==> src/rtl/dm_rmw_ctrl.sv <==
// dm_rmw_ctrl: data-memory access controller in front of a single-port SRAM
// that has no byte-write support.
//
// Access types:
//   - Full-word stores are written straight through with no stall.
//   - Sub-word stores read the old word, merge the new bytes in, and write
//     the result back. This takes two cycles with one stall cycle.
//   - Loads take one registered read, also with one stall cycle.
//
// state | meaning
// ------+-------------------------------------------------------------
// IDLE  | accepting requests; full-word stores complete here
// LD    | read data is on iMemRData; present it on oRData
// RMW   | old word is on iMemRData; write the merged word to rAddr
//
// All memory-side outputs and oStall are combinational and are gated by
// rst_n. While reset is held low nothing reaches the SRAM, so an RMW in
// progress is aborted before its write.
module dm_rmw_ctrl (
  input  logic        clk,
  input  logic        rst_n,
  input  logic        iReq,
  input  logic        iWe,
  input  logic [11:0] iAddr,
  input  logic [31:0] iData,
  input  logic [3:0]  iBE,
  output logic        oStall,
  output logic [31:0] oRData,
  output logic        oRValid,
  output logic        oMemCe,
  output logic        oMemWe,
  output logic [11:0] oMemAddr,
  output logic [31:0] oMemWData,
  input  logic [31:0] iMemRData,
  output logic [15:0] oStallCnt
);

  typedef enum logic [1:0] {
    IDLE = 2'd0,
    LD   = 2'd1,
    RMW  = 2'd2
  } state_t;

  state_t      state;
  logic [11:0] rAddr;
  logic [31:0] rData;
  logic [3:0]  rBE;
  logic [15:0] stallCnt;

  logic        stall;
  logic        rValid;
  logic [31:0] rDataOut;
  logic        memCe;
  logic        memWe;
  logic [11:0] memAddr;
  logic [31:0] memWData;
  logic [31:0] merged;

  logic        isFullStore;
  logic        isPartStore;
  logic        isLoad;

  assign isFullStore = iReq &&  iWe && (iBE == 4'b1111);
  assign isPartStore = iReq &&  iWe && (iBE != 4'b1111) && (iBE != 4'b0000);
  assign isLoad      = iReq && !iWe;

  // Byte merge: enabled lanes come from the latched store data, the others
  // come from the old word just read back.
  always_comb begin
    merged = '0;
    for (int k = 0; k < 4; k++) begin
      merged[8*k +: 8] = rBE[k] ? rData[8*k +: 8] : iMemRData[8*k +: 8];
    end
  end

  // Decode the memory-side controls and the stall from state and inputs.
  always_comb begin
    stall    = 1'b0;
    rValid   = 1'b0;
    rDataOut = '0;
    memCe    = 1'b0;
    memWe    = 1'b0;
    memAddr  = '0;
    memWData = '0;
    case (state)
      IDLE: begin
        if (isFullStore) begin
          memCe    = 1'b1;
          memWe    = 1'b1;
          memAddr  = iAddr;
          memWData = iData;
        end else if (isPartStore || isLoad) begin
          memCe   = 1'b1;
          memAddr = iAddr;
          stall   = 1'b1;
        end
      end
      LD: begin
        rValid   = 1'b1;
        rDataOut = iMemRData;
      end
      RMW: begin
        memCe    = 1'b1;
        memWe    = 1'b1;
        memAddr  = rAddr;
        memWData = merged;
      end
      default: ;
    endcase
  end

  // Reset masks every output so nothing leaks to the SRAM or the pipeline.
  always_comb begin
    oStall    = rst_n & stall;
    oRValid   = rst_n & rValid;
    oRData    = rst_n ? rDataOut : 32'h0;
    oMemCe    = rst_n & memCe;
    oMemWe    = rst_n & memWe;
    oMemAddr  = rst_n ? memAddr  : 12'h0;
    oMemWData = rst_n ? memWData : 32'h0;
    oStallCnt = rst_n ? stallCnt : 16'h0;
  end

  // State transitions and request latches.
  always_ff @(posedge clk or negedge rst_n) begin
    if (!rst_n) begin
      state <= IDLE;
      rAddr <= '0;
      rData <= '0;
      rBE   <= '0;
    end else begin
      case (state)
        IDLE: begin
          if (isPartStore) begin
            rAddr <= iAddr;
            rData <= iData;
            rBE   <= iBE;
            state <= RMW;
          end else if (isLoad) begin
            rAddr <= iAddr;
            state <= LD;
          end
        end
        LD:      state <= IDLE;
        RMW:     state <= IDLE;
        default: state <= IDLE;
      endcase
    end
  end

  // Saturating count of stalled cycles.
  always_ff @(posedge clk or negedge rst_n) begin
    if (!rst_n) begin
      stallCnt <= '0;
    end else if (stall && (stallCnt != 16'hFFFF)) begin
      stallCnt <= stallCnt + 16'd1;
    end
  end

endmodule

==> config.mk <==
export PLATFORM = sky130hd
export DESIGN_NAME = dm_rmw_ctrl
export DESIGN_NICKNAME = d
export VERILOG_FILES = /design/src/rtl/dm_rmw_ctrl.sv
export SDC_FILE = /design/constraint.sdc
export NUM_CORES = 1
export LEC_CHECK = 0
export ABC_AREA = 0
export CORE_ASPECT_RATIO = 0.7
export CORE_MARGIN = 3
export CORE_UTILIZATION = 45
export DETAILED_ROUTE_END_ITERATION = 8
export PLACE_DENSITY = 0.95
export SYNTH_ARGS = -nofsm -noshare
export SYNTH_HDL_FRONTEND = slang
export SYNTH_SLANG_ARGS = --single-unit
==> constraint.sdc <==
create_clock -name clk -period 3.7 [get_ports clk]
set_input_delay 0.555 -clock clk [delete_from_list [all_inputs] [get_ports clk]]
set_output_delay 0.555 -clock clk [all_outputs]
set_load 0.03 [all_outputs]
After elaboration in Yosys (flattened, before gate mapping)
Cells that the tools add are included.

storage, ports and cells
  flip-flop bits (word level) = 66
  latch bits = 0
  memory bits (writable) = 0
  bits in read-only memories = 0
  bits of input ports = 84
  output and inout port bits = 96
  word-level logic and storage cells = 56
  memories = 0

operators by class
  add/sub/neg operators = 1
  multiply operators = 0
  divide/modulo/power cells = 0
  $lt $le $gt $ge = 0
  equality and inequality tests = 6
  shift operators = 0
  mux-type cells = 27
  bitwise logic cells = 4
  reductions and logical operators = 13

operators with widths
  operator                                                               number
  32-bit two-way mux                                                     4
  32-bit case mux with 2 select lines                                    1
  12-bit two-way mux                                                     5
  8-bit two-way mux                                                      4
  12-bit case mux with 2 select lines                                    1
  16-bit by 1-bit adder with 16-bit output, second input constant        1
  16-bit two-way mux                                                     1
  16-bit != test, second input constant                                  1
  1-bit logical AND                                                      6
  1-bit two-way mux                                                      6
  2-bit two-way mux                                                      3
  1-bit AND                                                              4
  4-bit equality test, second input constant                             1
  4-bit != test, second input constant                                   1
  1-bit case mux with 2 select lines                                     2
  2-bit AND reduction                                                    2
  4-bit nonzero test                                                     1
  3-bit != test, second input constant                                   1
  2-bit by 1-bit equality test with 1-bit output, second input constant  1
  2-bit equality test, second input constant                             1
  2-bit zero test                                                        1
  2-bit nonzero test                                                     1
  1-bit zero test                                                        1
  1-bit logical OR                                                       1

Depth between registers and ports, before layout
Gate-level depths: netlist (run 1).

  depth after elaboration = 8
  depth in mapped cells = 6
  depth with buffers taken out = 6

Worst setup path before layout (run 1)
OpenSTA, ideal clock, no wires.

  path kind = input to output
  start = in iBE[2]
  end = out oMemCe
  data arrival time = 1.879 ns
  data required time = 3.145 ns
  slack = 1.266 ns
  stages = 5
  buffers on the path = 0
  cells stage by stage = and4_1 o21a_2 nor2_2 and2_1 or2_1

on the way
  longest elaborated chain between the ends = 8

RTL lines
  item                                    RTL line  source
  from (decl)                             26        input logic [3:0] iBE,
  4-bit != test                           64        assign isPartStore = iReq && iWe && (iBE != 4'b1111) && (iBE != 4'b0000);
  1-bit logical AND (2 in a row)          64
  1-bit logical OR                        92        end else if (isPartStore || isLoad) begin
  1-bit two-way mux                       92
  1-bit two-way mux (*)                   87        if (isFullStore) begin
  1-bit case mux with 2 select lines (*)  85        case (state)
  1-bit AND (*)                           117       oMemCe = rst_n & memCe;
  to (decl)                               30        output logic oMemCe,

Every way passes the cells marked *; elsewhere a longest branch is shown, timed or not.

Final worst setup path (run 1)
  start = in iReq
  end = out oMemAddr[0]

on the way
  longest elaborated chain between the ends = 8

RTL lines
  item                                     RTL line  source
  from (decl)                              22        input logic iReq,
  1-bit logical AND                        63, 64
  1-bit logical AND (2 in a row)           64
  1-bit logical OR                         92
  12-bit two-way mux                       92
  12-bit two-way mux (*)                   87
  12-bit case mux with 2 select lines (*)  85
  12-bit two-way mux (*)                   119       oMemAddr = rst_n ? memAddr : 12'h0;
  to (decl)                                32        output logic [11:0] oMemAddr,

Marked as above.

==> results.cfg, run 1 <==
[floorplanning]
top_level_ports = 180
die_x_um = 118
coreArea_um2 = 8180
start_util_pct = 48.3
rows = 27
dieHeight_um = 84.4
die_area_um2 = 9950

[yosys]
ys_async_sr_fraction_pct = 100
synth-seq-cells = 66
ys_seq_area_share_pct = 41.8
syn_inst = 380
synth-main-ff-cell = dfrtp_1
yosysUniqueCellTypes = 38
synth_enable_flop_cells = 0
ys_warn_count = 0
synth_area_um2 = 3950
avgSynthCellArea_um2 = 10.4
syn_nets = 465

[setup_path]
cpMaxStageDelayCell = a21oi_1
r2r_cells = 4
worstPathMaxFanout = 12
crit_required_ps = 3140
critPathMaxStageDelay_ps = 810
critPathLaunchType = input pin
cp_common_cell = clkdlybuf4s50_1
cp_num_buf_inv = 2
crit_type = input pin to primary output
rrSetupSlack_ps = 1740
crit_chain = clkdlybuf4s50_1 -> nand2_1 -> a21oi_1 -> a22oi_1 -> nor2_1 -> clkdlybuf4s50_1
crit_family = buffers and inverters
r2r-end = rData[31]$_DFFE_PN0P_
cp.depth = 6
crit_path_start = iReq
cp_data_arrival_time_ps = 3090
worst_setup_path_end_kind = primary output
r2r-start = state[0]$_DFFE_PN0P_

[routing]
ant_nets = 0
totalWireLength_um = 11600
vias = 3615
drc_errors = 0
initialDrtViolationCount = 200
vias_per_cell = 5.41
wl_per_cell_um = 17.4
firstDrtPassIters = 4

[cells_and_area]
layout-drive-gt1-share_pct = 26.6
n_antenna_cell = 0
fill_cells = 597
final_cells = 668
nNetsFinal = 634
multi_input_area_um2 = 2180
syn_to_final_growth_pct = 52.9
regArea_um2 = 1650

[timing]
finalSetupViolCount = 0
worst_pin_slew_ps = 1040
final.min_clock_period_ps = 3640
relSlewSlack_pct = 31.0
hold_viol_final = 0
clock.fmax_mhz = 275
tns_ps = 0
setup_slack_ps = 59.6
grt_setup_unrepaired = no
slew_violations = 0
min_period_over_period_pct = 98.4
skew_ps = 7.32
hold_slack_ps = 123

[cts]
clk_latency_ps = 320
clockBufferDepth = 2
clk_pin_slew_ps = 50
clock-sinks = 66
clockRootBuffer = clkbuf_16
cts_setup_buffers = 0
cts_tree = yes
h-tree-depth = 3
cts_buffers = 9

[power_and_ir_drop]
p_int_uw = 1760
combPwrFrac_pct = 29.8
p_switching_uw = 751
p_clk_share_pct = 29.7
power_density_nw_per_um2 = 417
leakagePower_uw = 0.00245
power_uw = 2510
p_seq_share_pct = 40.5
peakVddDrop_mv = 0.302
switching_share_pct = 29.9

[placement]
place_ws_ps = 71.9
numPortBuffers = 179
place.gp.congestion = 0.809
dp_hpwl_um = 8780
placed_cells = 654

[job]
max_cap_viol_count = 0

[global_routing]
grt_max_degree = 69
grt_first_pass_wirelength_um = 19000
antenna_found_initial = 0
gr-total-overflow = 0
gr-usage-all-layers_pct = 23.2
grt_pass1_vias = 3696

[worst_hold_path]
hp-class = input pin to async pin

[outcome]
run_status = finished clean
-- flip-flops by register name (all words and copies together), names as in the netlist --
signal,count
state,2
stallCnt,16
rAddr,12
rBE,4
rData,32
-- through the flow --
| step | util (%) | area, um^2 |
|---|---|---|
| 6_report | 73.8 | 6030 |
| 5_1_grt | 73.8 | 6030 |
| 4_1_cts | 73.7 | 6030 |
| 3_5_place_dp | 70.6 | 5770 |
| 3_3_place_gp | 70.6 | 5770 |
| 2_1_floorplan | - | 3950 |
-- cells by family after synthesis --
kind of cell	after synthesis	share of synthesized area, %
simple gates	136	18.6
mux	81	23.2
flops	66	41.8
compound gates	54	10.0
buf+inv	30	3.33
xor+xnor	12	2.66
fa+ha+maj	1	0.317
-- layer usage --
| layer | vias up | wire length (um) | track usage (%) |
|---|---|---|---|
| li1 | 1699 | - | - |
| met1 | 1738 | 5060 | 29.8 |
| met2 | 162 | 5600 | 39.2 |
| met3 | 16 | 798 | 5.93 |
| met4 | 0 | 191 | 6.70 |
| met5 | - | 0 | 0 |
-- what timing repair did --
| item | in CTS | in global routing |
|---|---|---|
| hold endpoints to repair | 0 | 0 |
| hold buffers | 0 | 0 |
| gates resized for setup | 0 | 1 |
| endpoints found under the setup margin | 0 | 12 |
-- synthesized netlist by cell type, types with 4 or more instances --
master    number  area [um^2]
a21oi_1        4         20.0
a22oi_1       44          330
and2_1        48          300
buf_1          4         15.0
buf_4          4         30.0
clkbuf_1      17         63.8
dfrtp_1       66         1650
mux2_2        80          901
nand2_1        7         26.3
nand4_1        7         43.8
nor2_1        51          191
xnor2_1       11         96.3
-- worst register-to-register path, cell delays in order, from the launching register on --
cell and delay [ps]:
dfrtp_1 450, nor2_1 180, nand4_2 510, buf_12 390, mux2_2 300
-- worst max path at each step --
stage | end | slack (ps)
2_1_floorplan | oMemCe | 1270
3_3_place_gp | oMemAddr[11] | 160
3_5_place_dp | oMemAddr[0] | 70
4_1_cts | oMemAddr[6] | 70
5_1_grt | oMemAddr[11] | 20
6_report | oMemAddr[0] | 60
-- final cells by class --
cell class | instances | area share, %
Clock buffer | 11 | 4.02
Clock inverter | 3 | 0.290
Inverter | 2 | 0.124
Multi-Input combinational cell | 284 | 36.2
Sequential cell | 66 | 27.4
Tap cell | 116 | 2.41
Timing Repair Buffer | 186 | 29.6
-- cells in the final DEF (no fill, tap or decap), types with 3 or more instances in the layout --
| cell | netlist | routed |
|---|---|---|
| clkdlybuf4s50_1 | 0 | 146 |
| mux2_2 | 80 | 80 |
| dfrtp_1 | 66 | 66 |
| nor2_1 | 51 | 50 |
| and2_1 | 48 | 48 |
| a22oi_1 | 44 | 44 |
| buf_4 | 4 | 38 |
| xnor2_1 | 11 | 11 |
| clkbuf_16 | 0 | 9 |
| nand2_1 | 7 | 7 |
| nand4_1 | 7 | 7 |
| a21oi_1 | 4 | 4 |
| and3_1 | 3 | 3 |
| a31oi_1 | 3 | 3 |
| nand3_1 | 3 | 3 |
-- power groups by stage --
stage	clock [uW]	combinational [uW]	sequential, uW
after floorplan	0	514	955
final	746	750	1020
after detailed placement	0	750	1020
after CTS	764	755	1010
after global placement	0	728	1020
after global routing	796	810	1030
Note: power is estimated with default switching activity, not from simulation.
==> run 2: changes to the inputs <==
CORE_UTILIZATION = 42   (was 45)
PLACE_DENSITY = 0.93   (was 0.95)
SLEW_MARGIN = 20   (was default)
clock period = 3.4 ns   (was 3.7 ns; I/O delays follow)
==> results.cfg, run 2 (synthesis gave the netlist of run 1 again) <==
[timing]
worst_pin_slew_ps = 663
clock.fmax_mhz = 313
tns_ps = 0
finalSetupViolCount = 0
slew_violations = 0
skew_ps = 5.85
min_period_over_period_pct = 94.0
relSlewSlack_pct = 55.5
grt_setup_unrepaired = no
final.min_clock_period_ps = 3190
hold_viol_final = 0

[setup_path]
critPathMaxStageDelay_ps = 590
critPathLaunchType = input pin
cpMaxStageDelayCell = clkdlybuf4s50_1
worstPathMaxFanout = 5
r2r_cells = 6
crit_required_ps = 2890
cp_common_cell = clkdlybuf4s50_1
cp_data_arrival_time_ps = 2680
worst_setup_path_end_kind = primary output
crit_chain = clkdlybuf4s50_1 -> nor4_2 -> buf_4 -> o21a_2 -> nor2_2 -> and2_1 -> or2_1 -> clkdlybuf4s50_1
crit_type = input pin to primary output

[power_and_ir_drop]
switching_share_pct = 29.8
p_seq_share_pct = 40.8
leakagePower_uw = 0.00248
p_int_uw = 1920
power_density_nw_per_um2 = 449
p_switching_uw = 813
peakVddDrop_mv = 0.352
combPwrFrac_pct = 30.4
p_clk_share_pct = 28.8

[outcome]
run_status = finished clean

[routing]
ant_nets = 0
wl_per_cell_um = 17.5
drc_errors = 0
vias_per_cell = 5.38
totalWireLength_um = 11800
initialDrtViolationCount = 111
vias = 3625
firstDrtPassIters = 4

[job]
max_cap_viol_count = 0

[cells_and_area]
largest_registers = rData (32), stallCnt (16), rAddr (12)
fin_util_pct = 69.2
layout-drive-gt1-share_pct = 27.6
final_cell_mix = clkdlybuf4s50_1 (143), mux2_2 (80), dfrtp_1 (66)
largest_reg_flops = 32
final_common_cell = clkdlybuf4s50_1
n_antenna_cell = 0
syn_to_final_growth_pct = 54.2
nNetsFinal = 638
top_register = rData

[placement]
numPortBuffers = 179
place.gp.congestion = 0.808
dp_hpwl_um = 8850

[global_routing]
grt_first_pass_wirelength_um = 18800
antenna_found_initial = 0
grt_max_degree = 44
gr-total-overflow = 0
grt_pass1_vias = 3772
gr-usage-all-layers_pct = 22.3

[cts]
clockBufferDepth = 2
clk_pin_slew_ps = 50
cts_buffers = 9
cts_tree = yes
clock-sinks = 66
clk_latency_ps = 320
h-tree-depth = 3
clockRootBuffer = clkbuf_16

[floorplanning]
start_util_pct = 44.9
dieHeight_um = 87.1
die_area_um2 = 10600
rows = 28
top_level_ports = 180
die_x_um = 122
coreArea_um2 = 8790

[worst_hold_path]
hp-class = input pin to async pin
-- run 2: power groups by stage --
stage	sequential (uW)	clock, uW	combinational [uW]
global route	1130	849	900
CTS	1110	814	835
finish	1110	787	831
global placement	1110	0	798
floorplan	1040	0	559
detailed placement	1120	0	829
-- run 2: metrics by stage --
stage          hold slack, ps  power (uW)  area, um^2  worst slack, ps  cells
2_1_floorplan             214        1600        3950             1060    380
3_3_place_gp              367        1900        5820             12.2    662
3_5_place_dp              368        1950        5820             -167    662
4_1_cts                  21.1        2750        6070              103    674
5_1_grt                  29.3        2880        6090             70.9    674
6_report                 33.1        2730        6090              205    674
-- run 2: path summary, 6_finish.rpt --
check	start	end	slack, ps
setup / recovery	iBE[1]	oMemCe	210
hold / removal	rst_n	stallCnt[0]$_DFFE_PN0P_	30
setup reg to reg	stallCnt[0]$_DFFE_PN0P_	stallCnt[10]$_DFFE_PN0P_	1460
hold reg to reg	stallCnt[10]$_DFFE_PN0P_	stallCnt[10]$_DFFE_PN0P_	500
max in group asynchronous	rst_n	rData[6]$_DFFE_PN0P_	2580
min in group clk	stallCnt[10]$_DFFE_PN0P_	stallCnt[10]$_DFFE_PN0P_	500
-- run 2: routing by layer --
layer / share of wire, % / global-route usage (%)
met2: 48 / 37.3
met5: 0 / 0
met3: 8.3 / 6.69
met1: 42 / 28.0
met4: 1.6 / 6.82
-- run 2: critical path, delay by kind of cell --
kind                   cells  cell delay, ps
buffers and inverters      3            1240
AOI/OAI and AO/OA          1             170
and+or+nand+nor            4             770
-- run 2: layout make-up --
class / count / area [um^2]
timing repair buffer: 190 / 1830
sequential: 66 / 1650
clock inverter: 1 / 5.00
inverter: 2 / 7.51
fill: 655 / 2710
multi-input combinational: 284 / 2190
tap: 120 / 150
clock buffer: 11 / 243
-- run 2: repair_timing --
action / 4_1_cts / 5_1_grt
pin swaps: 0 / 0
setup buffers: 0 / 0
endpoints found under the setup margin: 12 / 2
endpoints found under the hold margin: 0 / 0
hold buffers: 0 / 0
gates resized for setup: 1 / 2
==> run 3: changes to the inputs <==
CAP_MARGIN = 20   (was default)
==> results of run 3 <==
No change in the layout: final DEF, timing and power equal those of run 2.
